$ cat src/rtl/pe_array_sequencer.sv
// rtl/pe_array_sequencer.sv - tile sequencer for a ROWS x COLS PE grid
module pe_array_sequencer #(
   parameter int ROWS = 4,
   parameter int COLS = 4,
   parameter int K_W  = 8
) (
   input  logic            clk,
   input  logic            rst_n,
   input  logic            start,
   input  logic [1:0]      cfg_mode,
   input  logic [K_W-1:0]  cfg_k,
   output logic            busy,
   output logic            done,
   output logic            err,
   output logic [1:0]      dataflow_sel,
   output logic            array_rst_n,
   output logic [ROWS-1:0] preload_row_en,
   output logic            feed_valid,
   output logic [K_W-1:0]  feed_idx,
   output logic [COLS-1:0] psum_valid
);

   // Wide enough for k + ROWS + COLS, the longest STREAM+FLUSH span.
   localparam int CW = K_W + $clog2(ROWS + COLS) + 1;

   localparam logic [1:0] MODE_OS  = 2'b10;
   localparam logic [1:0] MODE_BAD = 2'b11;

   typedef enum logic [2:0] {
      S_IDLE,
      S_CLEAR,
      S_PRELOAD,
      S_STREAM,
      S_FLUSH,
      S_DONE
   } state_t;

   state_t          state, state_nxt;
   logic [CW-1:0]   cnt, cnt_nxt;
   logic [1:0]      mode, mode_nxt;
   logic [K_W-1:0]  k, k_nxt;

   logic            err_nxt, busy_nxt, done_nxt, arst_nxt, fv_nxt;
   logic [ROWS-1:0] pre_nxt;
   logic [K_W-1:0]  idx_nxt;
   logic [COLS-1:0] psum_nxt;

   // The mode register is the value broadcast to the PEs; it only moves on an accepted start.
   assign dataflow_sel = mode;

   // State, counter and latched tile configuration.
   always_ff @(posedge clk or negedge rst_n) begin
      if (!rst_n) begin
         state <= S_IDLE;
         cnt   <= '0;
         mode  <= 2'b00;
         k     <= '0;
      end else begin
         state <= state_nxt;
         cnt   <= cnt_nxt;
         mode  <= mode_nxt;
         k     <= k_nxt;
      end
   end

   // Next state; cnt indexes the preload row, then runs from 0 across STREAM and FLUSH.
   always_comb begin
      state_nxt = state;
      cnt_nxt   = cnt;
      mode_nxt  = mode;
      k_nxt     = k;
      err_nxt   = 1'b0;
      case (state)
         S_IDLE: begin
            cnt_nxt = '0;
            if (start) begin
               if (cfg_mode == MODE_BAD || cfg_k == '0) begin
                  err_nxt = 1'b1;
               end else begin
                  mode_nxt  = cfg_mode;
                  k_nxt     = cfg_k;
                  state_nxt = S_CLEAR;
               end
            end
         end
         S_CLEAR: begin
            cnt_nxt   = '0;
            state_nxt = (mode == MODE_OS) ? S_STREAM : S_PRELOAD;
         end
         S_PRELOAD: begin
            if (cnt == CW'(ROWS - 1)) begin
               cnt_nxt   = '0;
               state_nxt = S_STREAM;
            end else begin
               cnt_nxt = cnt + 1'b1;
            end
         end
         S_STREAM: begin
            cnt_nxt = cnt + 1'b1;
            if (cnt == CW'(k) - 1'b1) state_nxt = S_FLUSH;
         end
         S_FLUSH: begin
            cnt_nxt = cnt + 1'b1;
            if (cnt == CW'(k) + CW'(ROWS + COLS - 2)) state_nxt = S_DONE;
         end
         S_DONE: begin
            cnt_nxt   = '0;
            state_nxt = S_IDLE;
         end
         default: begin
            cnt_nxt   = '0;
            state_nxt = S_IDLE;
         end
      endcase
   end

   // Output values for the coming cycle, decoded from the next state so the outputs can be registered.
   always_comb begin
      busy_nxt = (state_nxt != S_IDLE);
      done_nxt = (state_nxt == S_DONE);
      arst_nxt = (state_nxt != S_CLEAR);
      fv_nxt   = (state_nxt == S_STREAM);
      pre_nxt  = '0;
      idx_nxt  = '0;
      psum_nxt = '0;
      if (state_nxt == S_PRELOAD) pre_nxt = ROWS'(1) << cnt_nxt;
      if (state_nxt == S_STREAM)  idx_nxt = cnt_nxt[K_W-1:0];
      // Column c sees its first result ROWS+c cycles after the first vector enters.
      if ((state_nxt == S_STREAM || state_nxt == S_FLUSH) && mode_nxt != MODE_OS) begin
         for (int c = 0; c < COLS; c++) begin
            psum_nxt[c] = (cnt_nxt >= CW'(ROWS + c)) &&
                          (cnt_nxt <  CW'(ROWS + c) + CW'(k_nxt));
         end
      end
   end

   // Registered outputs.
   always_ff @(posedge clk or negedge rst_n) begin
      if (!rst_n) begin
         busy           <= 1'b0;
         done           <= 1'b0;
         err            <= 1'b0;
         array_rst_n    <= 1'b1;
         preload_row_en <= '0;
         feed_valid     <= 1'b0;
         feed_idx       <= '0;
         psum_valid     <= '0;
      end else begin
         busy           <= busy_nxt;
         done           <= done_nxt;
         err            <= err_nxt;
         array_rst_n    <= arst_nxt;
         preload_row_en <= pre_nxt;
         feed_valid     <= fv_nxt;
         feed_idx       <= idx_nxt;
         psum_valid     <= psum_nxt;
      end
   end

endmodule

$ cat config.mk
export PLATFORM = sky130hd
export DESIGN_NAME = pe_array_sequencer
export DESIGN_NICKNAME = d
export VERILOG_FILES = /design/src/rtl/pe_array_sequencer.sv
export SDC_FILE = /design/constraint.sdc
export NUM_CORES = 1
export LEC_CHECK = 0
export BUFFER_PORTS_ARGS = -buffer_cell sky130_fd_sc_hd__buf_2
export CORE_ASPECT_RATIO = 0.5
export CORE_MARGIN = 1
export CORE_UTILIZATION = 35
export DETAILED_ROUTE_END_ITERATION = 7
export HOLD_SLACK_MARGIN = 0.12
export MAX_ROUTING_LAYER = met4
export SETUP_SLACK_MARGIN = 0.2
export SLEW_MARGIN = 20
export SYNTH_ARGS = -nofsm -noshare
export SYNTH_HDL_FRONTEND = slang
export SYNTH_SLANG_ARGS = --single-unit
export TNS_END_PERCENT = 20
$ cat constraint.sdc
create_clock -name clk -period 4.64 [get_ports clk]
set_clock_uncertainty 0.05 [all_clocks]
set_input_delay 0.696 -clock clk [delete_from_list [all_inputs] [get_ports clk]]
set_output_delay 0.696 -clock clk [all_outputs]
set_load 0.1 [all_outputs]
After elaboration in Yosys (flattened, before gate mapping)

Index checks and enable logic that the tools add are counted.

Add/sub/neg operators: 7
$lt $le $gt $ge: 8
Eq/ne operators: 15
Shifts and indexed selects: 1
Multiplexer cells: 21
Reductions and logical operators: 11

Operators with widths:

| cell                  | count |
|---|---|
| $ge 12x3->1 const B   | 4 |
| $lt 12x9->1           | 4 |
| $add 3x8->9 const A   | 4 |
| $mux 8                | 4 |
| $pmux 12 s2           | 1 |
| $mux 3                | 5 |
| $pmux 3 s5            | 1 |
| $add 12x1->12 const B | 1 |
| $eq 12x12->1          | 1 |
| $eq 12x2->1 const B   | 1 |
| $eq 12x9->1           | 1 |
| $eq 3x2->1 const B    | 4 |
| $mux 12               | 1 |
| $shl 1x12->4 const A  | 1 |
| $add 8x3->9 const B   | 1 |
| $eq 3x3->1 const B    | 3 |
| $sub 8x1->9 const B   | 1 |
| $logic_not 8->1       | 1 |
| $mux 4                | 2 |
| $mux 2                | 3 |
| $logic_and 1x1->1     | 5 |
| $eq 2x2->1 const B    | 2 |
| $mux 1                | 4 |
| $eq 3x1->1 const B    | 1 |
| 6 further kinds       | 7 |

Register bits after elaboration: 46
Output and inout port bits: 23
Word-level logic and storage cells: 75

Logic depth before layout (Yosys ltp)

Gate-level depths: netlist (run 1).

Word-level depth: 9
Mapped depth: 18
Mapped depth without buffers: 16

Least setup slack after synthesis (run 1)

OpenSTA, ideal clock, no wires.

Path type: input to register
Start: input port start
End: register psum_valid[1]
Arrival: 3.736 ns
Data required time: 4.503 ns
Path slack: 0.767 ns
Stages: 16
Buffers on the path: 2
Cell sequence: or4b_1 > a221o_1 > buf_6 > mux2i_4 > inv_1 > ha_1 > clkbuf_1 > a21oi_1 > nor2_1 > xnor2_1 > ha_1 > nand2_1 > o21ai_0 > a2111oi_0 > a21oi_1 > a211oi_2

Word-level cells in the longest chain between the ends: 6

Ends and longest elaborated chain:

| item                 | RTL line | source |
|---|---|---|
| from (decl)          | 9        | `input logic start,` |
| $mux 8               | 76       | `if (start) begin` |
| $mux 8               | 73       | `case (state)` |
| via k_nxt[2]         | 41       | `logic [K_W-1:0] k, k_nxt;` |
| $add 3x8->9          | 132      | `(cnt_nxt < CW'(ROWS + c) + CW'(k_nxt));` |
| $lt 12x9->1          | 132      |  |
| $logic_and 1x1->1    | 131      | `psum_nxt[c] = (cnt_nxt >= CW'(ROWS + c)) &&` |
| $mux 4               | 129      | `if ((state_nxt == S_STREAM \|\| state_nxt == S_FLUSH) && mode_nxt != MODE_OS) begin` |
| via psum_nxt[1]      | 46       | `logic [COLS-1:0] psum_nxt;` |
| to (signal assigned) | 156      | `psum_valid <= psum_nxt;` |
| to (decl)            | 20       | `output logic [COLS-1:0] psum_valid` |

The timed path passes the listed nets, and every way through them passes these cells.

Worst setup path after layout (run 1)

Start: register state[2]
End: register psum_valid[1]

Word-level cells in the longest chain between the ends: 7

Ends and longest elaborated chain:

| item                                                | RTL line | source |
|---|---|---|
| from (decl)                                         | 38       | `state_t state, state_nxt;` |
| from (signal assigned)                              | 59       | `state <= state_nxt;` |
| branches (longest 6 deep; another with $lt 12x9->1) | -        |  |
| $mux 4 *                                            | 129      |  |
| via psum_nxt[1]                                     | 46       |  |

Mark *: on every way through the listed nets, which the timed path passes.

==> run summary, run 1 <==
antenna violations before repair - 0
number of max-cap violations - 0
endpoints failing setup - 0
I/O pin total - 36
CP Data Arrival Time - 4.18 ns
clock sink total - 46
Worst Path Max Fanout - 18
Yosys cell types - 73
Critical Path RT - 4.80 ns
first-pass GRT wire length - 15780 um
cells after synthesis - 426
grt ovf - 0
PostCTS Resize Cnt - 0
Initial DRT Pass Iterations - 5
H-tree levels - 2
Critical Path Start Type - flip-flop
CTS tree - built
fin nets - 507
CP cell instances - or4b_1 > a221o_1 > buf_12 > mux2i_2 > buf_4 > or3_1 > nor2b_1 > xnor2_1 > ha_1 > a21oi_1 > o21ai_0 > a2111oi_0 > a21oi_1 > a211oi_2
post-layout min period - 4.016 ns
Synth top area share - 28.79%
Post-CTS Setup Inserts - 0
EDFF count, synth - 0
main area contributors after synthesis - dfrtp_1, ha_1, xnor2_1
synth warn - 0
Initial Utilization - 37.11%
GRT Resource Usage Total - 18.11%
Max stage delay cell, worst path - or4b_1
Core Region - 0.01054 mm2
Avg Vias per Cell - 5.408
largest area contributor in the netlist - dfrtp_1
HP Class - input port to async pin
area delta synth->final - 11.64%
RePlAce Congestion - 0.8580
pins over their slew limit - 0
total CTS buffers - 5
drc violations - 0
Yosys reg bits - 46
CP Buf/Inv Count - 2
CP delay by family, top - compound AO/OA/AOI/OAI gates
number of global-route vias before repair - 2955
buffers from clock root to sink, at most - 2
Rel. slew slack - 51.17%
layout cell share with drive strength beyond 1 - 17.58%
Post-Layout Cell Count - 595
CP Class - flip-flop to flip-flop
measured slew at the worst slew-check pin - 0.7324 ns
Syn Area/Cell - 9.181 um2
Top cell by count, worst path - a21oi_1
post-synthesis sequential area ratio - 29.46%
worst skew pair latency - 0.29 ns
fraction of registers with async set/reset - 100.0%
largest net degree at the start of global routing - 47
CTS Hold Buffers Added - 0
final setup TNS - 0 ns
First DRT Iteration DRCs - 233
Mapped Nets - 479
Die Ht - 76.75 um
wirelength, routed - 9811 um
Final Hold Viols - 0
Vias - 3218
run status - finished, final reports clean
cell total after placement - 587
filler instances - 1060
DIE AREA - 0.01163 mm2
Die W - 151.5 um
Max stage delay on crit path - 0.58 ns
drt wl/cell - 16.49 um
synthesized cell area - 0.003911 mm2
Place WS - 0.4692 ns
Clock transition at path regs - 0.07 ns
antenna-violating nets left - 0
Root Buffer - clkbuf_16
Setup WS post-layout - 0.6243 ns
critical path endpoint category - flip-flop
unrepaired setup endpoints after global routing - no
Cell Rows - 26
buffers added on ports - 35
ant diodes - 0
period utilization - 86.54%
Max Freq - 249.0 MHz
DP Wirelength - 7700 um
Main synth FF type - dfrtp_1
[state kept, by name, indices dropped and copies added, names as in the netlist, 2 cells and up]
register / flops
preload_row_en: 4
dataflow_sel: 2
feed_idx: 8
k: 8
cnt: 12
state: 3
psum_valid: 4
[through the flow]
step	util, %	hold WS, ns	area [um2]
floorplan	-	0.3504	3911
global placement	39.85	0.4815	4200
detailed placement	39.85	0.4840	4200
CTS	41.43	0.4743	4367
global route	41.43	0.5091	4367
finish	41.43	0.4427	4367
[logic make-up (layout without fill, tap and decap cells)]
group                    Yosys count  after routing  synth area share (%)
AO/OA/AOI/OAI                     87             87                 16.00
XOR/XNOR                          48             48                 10.75
adder cells (fa/ha/maj)           40             40                 12.80
buffers and inverters             43             72                 5.438
flip-flops                        46             46                 29.46
multiplexers                      11             11                 4.031
AND/OR/NAND/NOR                  151            151                 21.53
[Yosys cell counts, drive strengths merged (6+ instances only)]
cell	instances
mux2i	9
xor2	14
ha	40
nor2	33
clkbuf	8
nand3	12
and3	8
nand2	24
inv	19
buf	14
o21ai	23
dfrtp	45
nand4	11
nor2b	8
a21oi	24
nor3	12
a211oi	7
nor4	13
xnor2	34
nand2b	6
[routing by layer]
layer  track usage [%]  vias to the layer above  part of all wire [%]
met5                 -                        -                     0
met4             3.861                        0                   1.1
met3             2.917                        9                   3.5
met2             25.48                       57                    43
met1             26.79                     1555                    53
li1                  -                     1597                     -
[layout by cell type (no fill, tap or decap), types with 4 or more instances in the layout]
cell | netlist | routed
nor2_1 | 32 | 32
a211oi_1 | 5 | 5
nand3_1 | 12 | 12
xor2_1 | 14 | 14
nand4_1 | 11 | 11
nor4_1 | 12 | 12
inv_2 | 5 | 5
nand2b_1 | 5 | 5
nand2_1 | 24 | 24
a21oi_1 | 23 | 23
dfrtp_1 | 45 | 45
or3_1 | 4 | 4
inv_1 | 14 | 14
buf_4 | 4 | 7
mux2i_1 | 4 | 4
o21ai_0 | 19 | 19
xnor2_1 | 34 | 34
clkbuf_16 | 0 | 5
and3_1 | 8 | 8
o21a_1 | 4 | 4
ha_1 | 40 | 40
buf_2 | 5 | 35
nor3_1 | 11 | 11
nor2b_1 | 8 | 8
[final timing paths]
check | start | end | slack [ns] | cells after the start
min | rst_n | psum_valid[0] | 0.44 | 2
max | state[2] | psum_valid[1] | 0.62 | 14
max in group asynchronous | rst_n | feed_idx[6] | 3.68 | 2
max reg2reg | state[2] | psum_valid[1] | 0.62 | 14
min in group clk | dataflow_sel[1] | dataflow_sel[1] | 0.51 | 2
min reg2reg | dataflow_sel[1] | dataflow_sel[1] | 0.51 | 2
[final cells by class]
| cell class | instances | area, um2 | area share (%) |
|---|---|---|---|
| clock buffer | 6 | 128.9 | 2.951 |
| clock inverter | 2 | 37.54 | 0.8596 |
| inverter | 21 | 78.83 | 1.805 |
| multi-input combinational | 337 | 2546 | 58.31 |
| sequential | 46 | 1152 | 26.39 |
| tap | 140 | 175.2 | 4.011 |
| timing repair buffer | 43 | 247.7 | 5.673 |
Power of run 1 is not shown: default switching activity piles up to over one toggle a cycle in this logic, so the estimate is an artifact.
==> run 2: changes to the inputs <==
--- a/config.mk
+++ b/config.mk
@@ -12,8 +12,8 @@
 export DETAILED_ROUTE_END_ITERATION = 7
 export HOLD_SLACK_MARGIN = 0.12
 export MAX_ROUTING_LAYER = met4
+export REMOVE_ABC_BUFFERS = 1
 export SETUP_SLACK_MARGIN = 0.2
-export SLEW_MARGIN = 20
 export SYNTH_ARGS = -nofsm -noshare
 export SYNTH_HDL_FRONTEND = slang
 export SYNTH_SLANG_ARGS = --single-unit
==> constraint.sdc (replaced) <==
create_clock -name clk -period 4.8 [get_ports clk]
set_clock_uncertainty 0.05 [all_clocks]
set_input_delay 0.72 -clock clk [delete_from_list [all_inputs] [get_ports clk]]
set_output_delay 0.72 -clock clk [all_outputs]
set_load 0.1 [all_outputs]
==> run 2 against run 1 <==
Register-to-register slack improved by 0.13 ns. Routed wire length increased by 1.3%. Clock-buffer cell count did not move.
==> run summary, run 2 (same netlist as run 1, synthesis figures left out) <==
largest net degree at the start of global routing - 47
fin nets - 503
Cell Rows - 26
commonest non-fill, non-tap cell in the layout - dfrtp_1
layout cell share with drive strength beyond 1 - 16.85%
commonest cells after routing, fill and taps aside - dfrtp_1, ha_1, buf_2
CP Class - input port to flip-flop
PostCTS Resize Cnt - 0
antenna-violating nets left - 0
final setup TNS - 0 ns
post-layout min period - 4.068 ns
Die W - 151.5 um
worst skew pair latency - 0.29 ns
DIE AREA - 0.01163 mm2
GRT Resource Usage Total - 18.57%
drt wl/cell - 16.81 um
Rel. slew slack - 31.75%
Initial Utilization - 37.11%
R2R setup slack - 0.75 ns
I/O pin total - 36
Max Freq - 245.8 MHz
ant diodes - 0
Post-CTS Setup Inserts - 0
CP Data Arrival Time - 4.22 ns
DP Wirelength - 7805 um
number of max-cap violations - 0
Avg Vias per Cell - 5.376
Die Ht - 76.75 um
area delta synth->final - 9.949%
Clock transition at path regs - 0.07 ns
antenna violations before repair - 0
worst reg2reg path startpoint - state[0]
top flop regs - cnt: 12 flops, feed_idx: 8 flops, k: 8 flops
HP Class - flip-flop to flip-flop
Core Region - 0.01054 mm2
endpoints failing setup - 0
RePlAce Congestion - 0.8818
CTS Hold Buffers Added - 0
CP startpoint - cfg_k[3]
First DRT Iteration DRCs - 205
CTS tree - built
pins over their slew limit - 0
buffers added on ports - 35
Initial DRT Pass Iterations - 7
H-tree levels - 2
first-pass GRT wire length - 16220 um
drc violations - 0
Critical Path Start Type - input port
Root Buffer - clkbuf_16
Final Hold Viols - 0
hold_sp - dataflow_sel[1]
grt ovf - 0
unrepaired setup endpoints after global routing - no
clock sink total - 46
Worst Path Max Fanout - 10
period utilization - 84.75%
Critical Path RT - 4.95 ns
number of global-route vias before repair - 3075
total CTS buffers - 5
measured slew at the worst slew-check pin - 1.024 ns
filler instances - 1059
critical path endpoint category - flip-flop
Vias - 3177
max reg flops - 12
Top reg by flops - cnt
wirelength, routed - 9935 um
buffers from clock root to sink, at most - 2
run status - finished, final reports clean
run 2: changes by cell type in the layout (fill, tap and decap cells not counted), sizes merged:
cell | before | now
clkinv | 2 | 4
clkinvlp | 1 | 0
buf | 43 | 39
bufinv | 1 | 0
run 2: per-layer routing:
| metal | routed length [um] | GRT usage, % | up-vias |
|---|---|---|---|
| li1 | - | - | 1599 |
| met1 | 5168 | 26.72 | 1525 |
| met2 | 4341 | 26.94 | 45 |
| met3 | 339 | 3.095 | 8 |
| met4 | 86 | 4.059 | 0 |
| met5 | 0 | - | - |
run 2: final cells by class:
class | instances | area (um2) | area share (%)
clock buffers | 6 | 128.9 | 2.997
clock inverters | 2 | 13.76 | 0.3200
inverters | 21 | 78.83 | 1.833
multi-input cells | 337 | 2546 | 59.21
flip-flops and latches | 46 | 1152 | 26.80
well taps | 140 | 175.2 | 4.073
repair buffers | 39 | 205.2 | 4.772
run 2: through the flow:
| stage | instance area [um2] | utilization (%) | hold WS (ns) | cells | worst slack, ns |
|---|---|---|---|---|---|
| finish | 4300 | 40.80 | 0.5042 | 591 | 0.7321 |
| global route | 4300 | 40.80 | 0.5260 | 591 | 0.4105 |
| CTS | 4300 | 40.80 | 0.5084 | 591 | 0.7320 |
| detailed placement | 4158 | 39.45 | 0.4891 | 583 | 0.4512 |
| global placement | 4158 | 39.45 | 0.4634 | 583 | 0.5480 |
| floorplan | 3777 | - | 0.3744 | 404 | 0.5545 |
run 2: worst paths after layout:
path                                    to  cells after the start
setup / recovery             psum_valid[1]                     16
hold / removal             dataflow_sel[1]                      2
min in group asynchronous    psum_valid[2]                      1
hold reg to reg            dataflow_sel[1]                      2
setup reg to reg             psum_valid[1]                     14
max in group asynchronous             k[3]                      1
run 2: worst max-delay path, stage by stage:
cell	delay [ns]
buf_2	0.11
nor4_1	0.48
a221o_1	0.44
buf_4	0.29
mux2i_4	0.33
inv_2	0.11
ha_1	0.24
a21oi_1	0.15
nor2_1	0.06
xnor2_1	0.13
ha_1	0.29
nand2_1	0.07
o21ai_0	0.08
a2111oi_0	0.39
a21oi_1	0.13
a211oi_2	0.21
Power of run 2 is left out for the same reason.
==> run 3: changes to the inputs <==
==> constraint.sdc (replaced) <==
create_clock -name clk -period 3.35 [get_ports clk]
set_clock_uncertainty 0.05 [all_clocks]
set_input_delay 0.5025 -clock clk [delete_from_list [all_inputs] [get_ports clk]]
set_output_delay 0.5025 -clock clk [all_outputs]
set_load 0.1 [all_outputs]
==> run 3 against run 2 <==
The flow now finishes with violations (negative setup slack). First-iteration DRC count increased by 19%. Hold slack got worse by 0.23 ns. Global-route usage increased by 1.9 points. Routed wire length increased by 13%. Sequential share of layout area decreased by 4.3 points. Design area increased by 19%. Critical path depth increased by 1. Utilization increased by 7.8 points. Final cell count increased by 14%. Via count increased by 14%. Critical endpoint is now psum_valid[2].
==> run summary, run 3 (same netlist as run 1, synthesis figures left out) <==
grt ovf - 0
CP cell instances - or4b_4 > a221o_1 > buf_12 > mux2i_4 > buf_6 > or3_4 > buf_6 > nor2_4 > xnor2_2 > ha_4 > nand2_1 > nor2_1 > a211oi_2 > nand2_1 > a21oi_2 > o211ai_1 > a21oi_1
commonest cells after routing, fill and taps aside - buf_4, dfrtp_1, ha_1, buf_2, xnor2_1
H-tree levels - 2
run status - finished, violations left
number of global-route vias before repair - 3425
post-layout min period - 3.634 ns
fin nets - 585
top flop regs - cnt: 12 flops, feed_idx: 8 flops, k: 8 flops
measured slew at the worst slew-check pin - 0.8735 ns
I/O pin total - 36
Worst Path Max Fanout - 8
CP Buf/Inv Count - 3
Die Ht - 76.75 um
antenna violations before repair - 0
area delta synth->final - 30.93%
endpoints failing setup - 4
Core Region - 0.01054 mm2
CP Data Arrival Time - 3.80 ns
CTS tree - built
Avg Vias per Cell - 5.376
total CTS buffers - 5
GRT Resource Usage Total - 20.43%
Max stage delay cell, worst path - or4b_4
drt wl/cell - 16.64 um
HP Class - input port to async pin
number of max-cap violations - 0
Initial Utilization - 37.11%
Cell Rows - 26
Vias - 3618
final setup TNS - -1.049 ns
wirelength, routed - 11200 um
Critical Path Start Type - flip-flop
period utilization - 108.5%
Setup WS post-layout - -0.2840 ns
drc violations - 0
Initial DRT Pass Iterations - 5
CTS Hold Buffers Added - 0
Clock transition at path regs - 0.07 ns
unrepaired setup endpoints after global routing - yes
hold_ws - 0.2760 ns
Top reg by flops - cnt
first-pass GRT wire length - 17700 um
Rel. slew slack - 41.76%
Max Freq - 275.2 MHz
largest net degree at the start of global routing - 40
critical path endpoint category - flip-flop
worst skew pair latency - 0.29 ns
antenna-violating nets left - 0
RePlAce Congestion - 0.9125
buffers from clock root to sink, at most - 2
buffers added on ports - 35
CP Class - flip-flop to flip-flop
Util after Layout - 48.59%
Die W - 151.5 um
CP delay by family, top - simple AND/OR/NAND/NOR gates
DIE AREA - 0.01163 mm2
commonest non-fill, non-tap cell in the layout - buf_4
DP Wirelength - 8665 um
Critical Path RT - 3.52 ns
filler instances - 1002
First DRT Iteration DRCs - 244
layout cell share with drive strength beyond 1 - 35.08%
violated checks - negative setup slack
clock sink total - 46
Max stage delay on crit path - 0.54 ns
pins over their slew limit - 0
Final Hold Viols - 0
max reg flops - 12
Root Buffer - clkbuf_16
ant diodes - 0
==> run 3: cell count changes in the layout (fill, tap and decap cells not counted), moves of 4 or more <==
cell     previous run  this run
buf_4               4        81
o21ai_0            19        13
ha_1               40        35
nor2_1             32        27
o21ai_1             2         7
a21oi_1            23        19
buf_6               0         4
ha_2                0         4
==> run 3: through the flow <==
stage	cell area (um2)	worst slack, ns	instances
2_1_floorplan	3777	-0.6780	404
3_3_place_gp	4711	-0.5304	655
3_5_place_dp	4711	-0.7065	655
6_report	5121	-0.2840	673
5_1_grt	5121	-0.4578	673
4_1_cts	5039	-0.2451	670
==> run 3: repair_timing <==
item	CTS	global route
buffers inserted	7	3
setup endpoints to repair	4	6
gates resized for setup	32	14
pin swaps	25	10
==> run 3: path summary, 6_finish.rpt <==
path                                 start              end  slack [ns]  depth (start not counted)
max                               state[1]    psum_valid[2]       -0.28                         17
min                                  rst_n      feed_idx[2]        0.28                          1
max in group asynchronous            rst_n             k[5]        2.32                          2
min reg2reg                dataflow_sel[1]  dataflow_sel[1]        0.49                          2
max reg2reg                       state[1]    psum_valid[2]       -0.28                         17
min in group clk           dataflow_sel[1]  dataflow_sel[1]        0.49                          2
==> run 3: area by class of cell <==
| class | instances | area (um2) | share of cell area [%] |
|---|---|---|---|
| multi-input combinational | 337 | 2716 | 53.04 |
| clock inverter | 3 | 25.02 | 0.4886 |
| sequential | 46 | 1152 | 22.50 |
| clock buffer | 5 | 125.1 | 2.443 |
| inverter | 21 | 78.83 | 1.539 |
| timing repair buffer | 121 | 848.3 | 16.56 |
| tap | 140 | 175.2 | 3.420 |
==> run 3: per-layer routing <==
metal | share of wire (%) | GRT usage (%)
met1 | 50 | 28.41
met2 | 45 | 30.78
met3 | 4.4 | 3.690
met4 | 0.87 | 4.257
met5 | 0 | -
Power of run 3 is left out for the same reason.
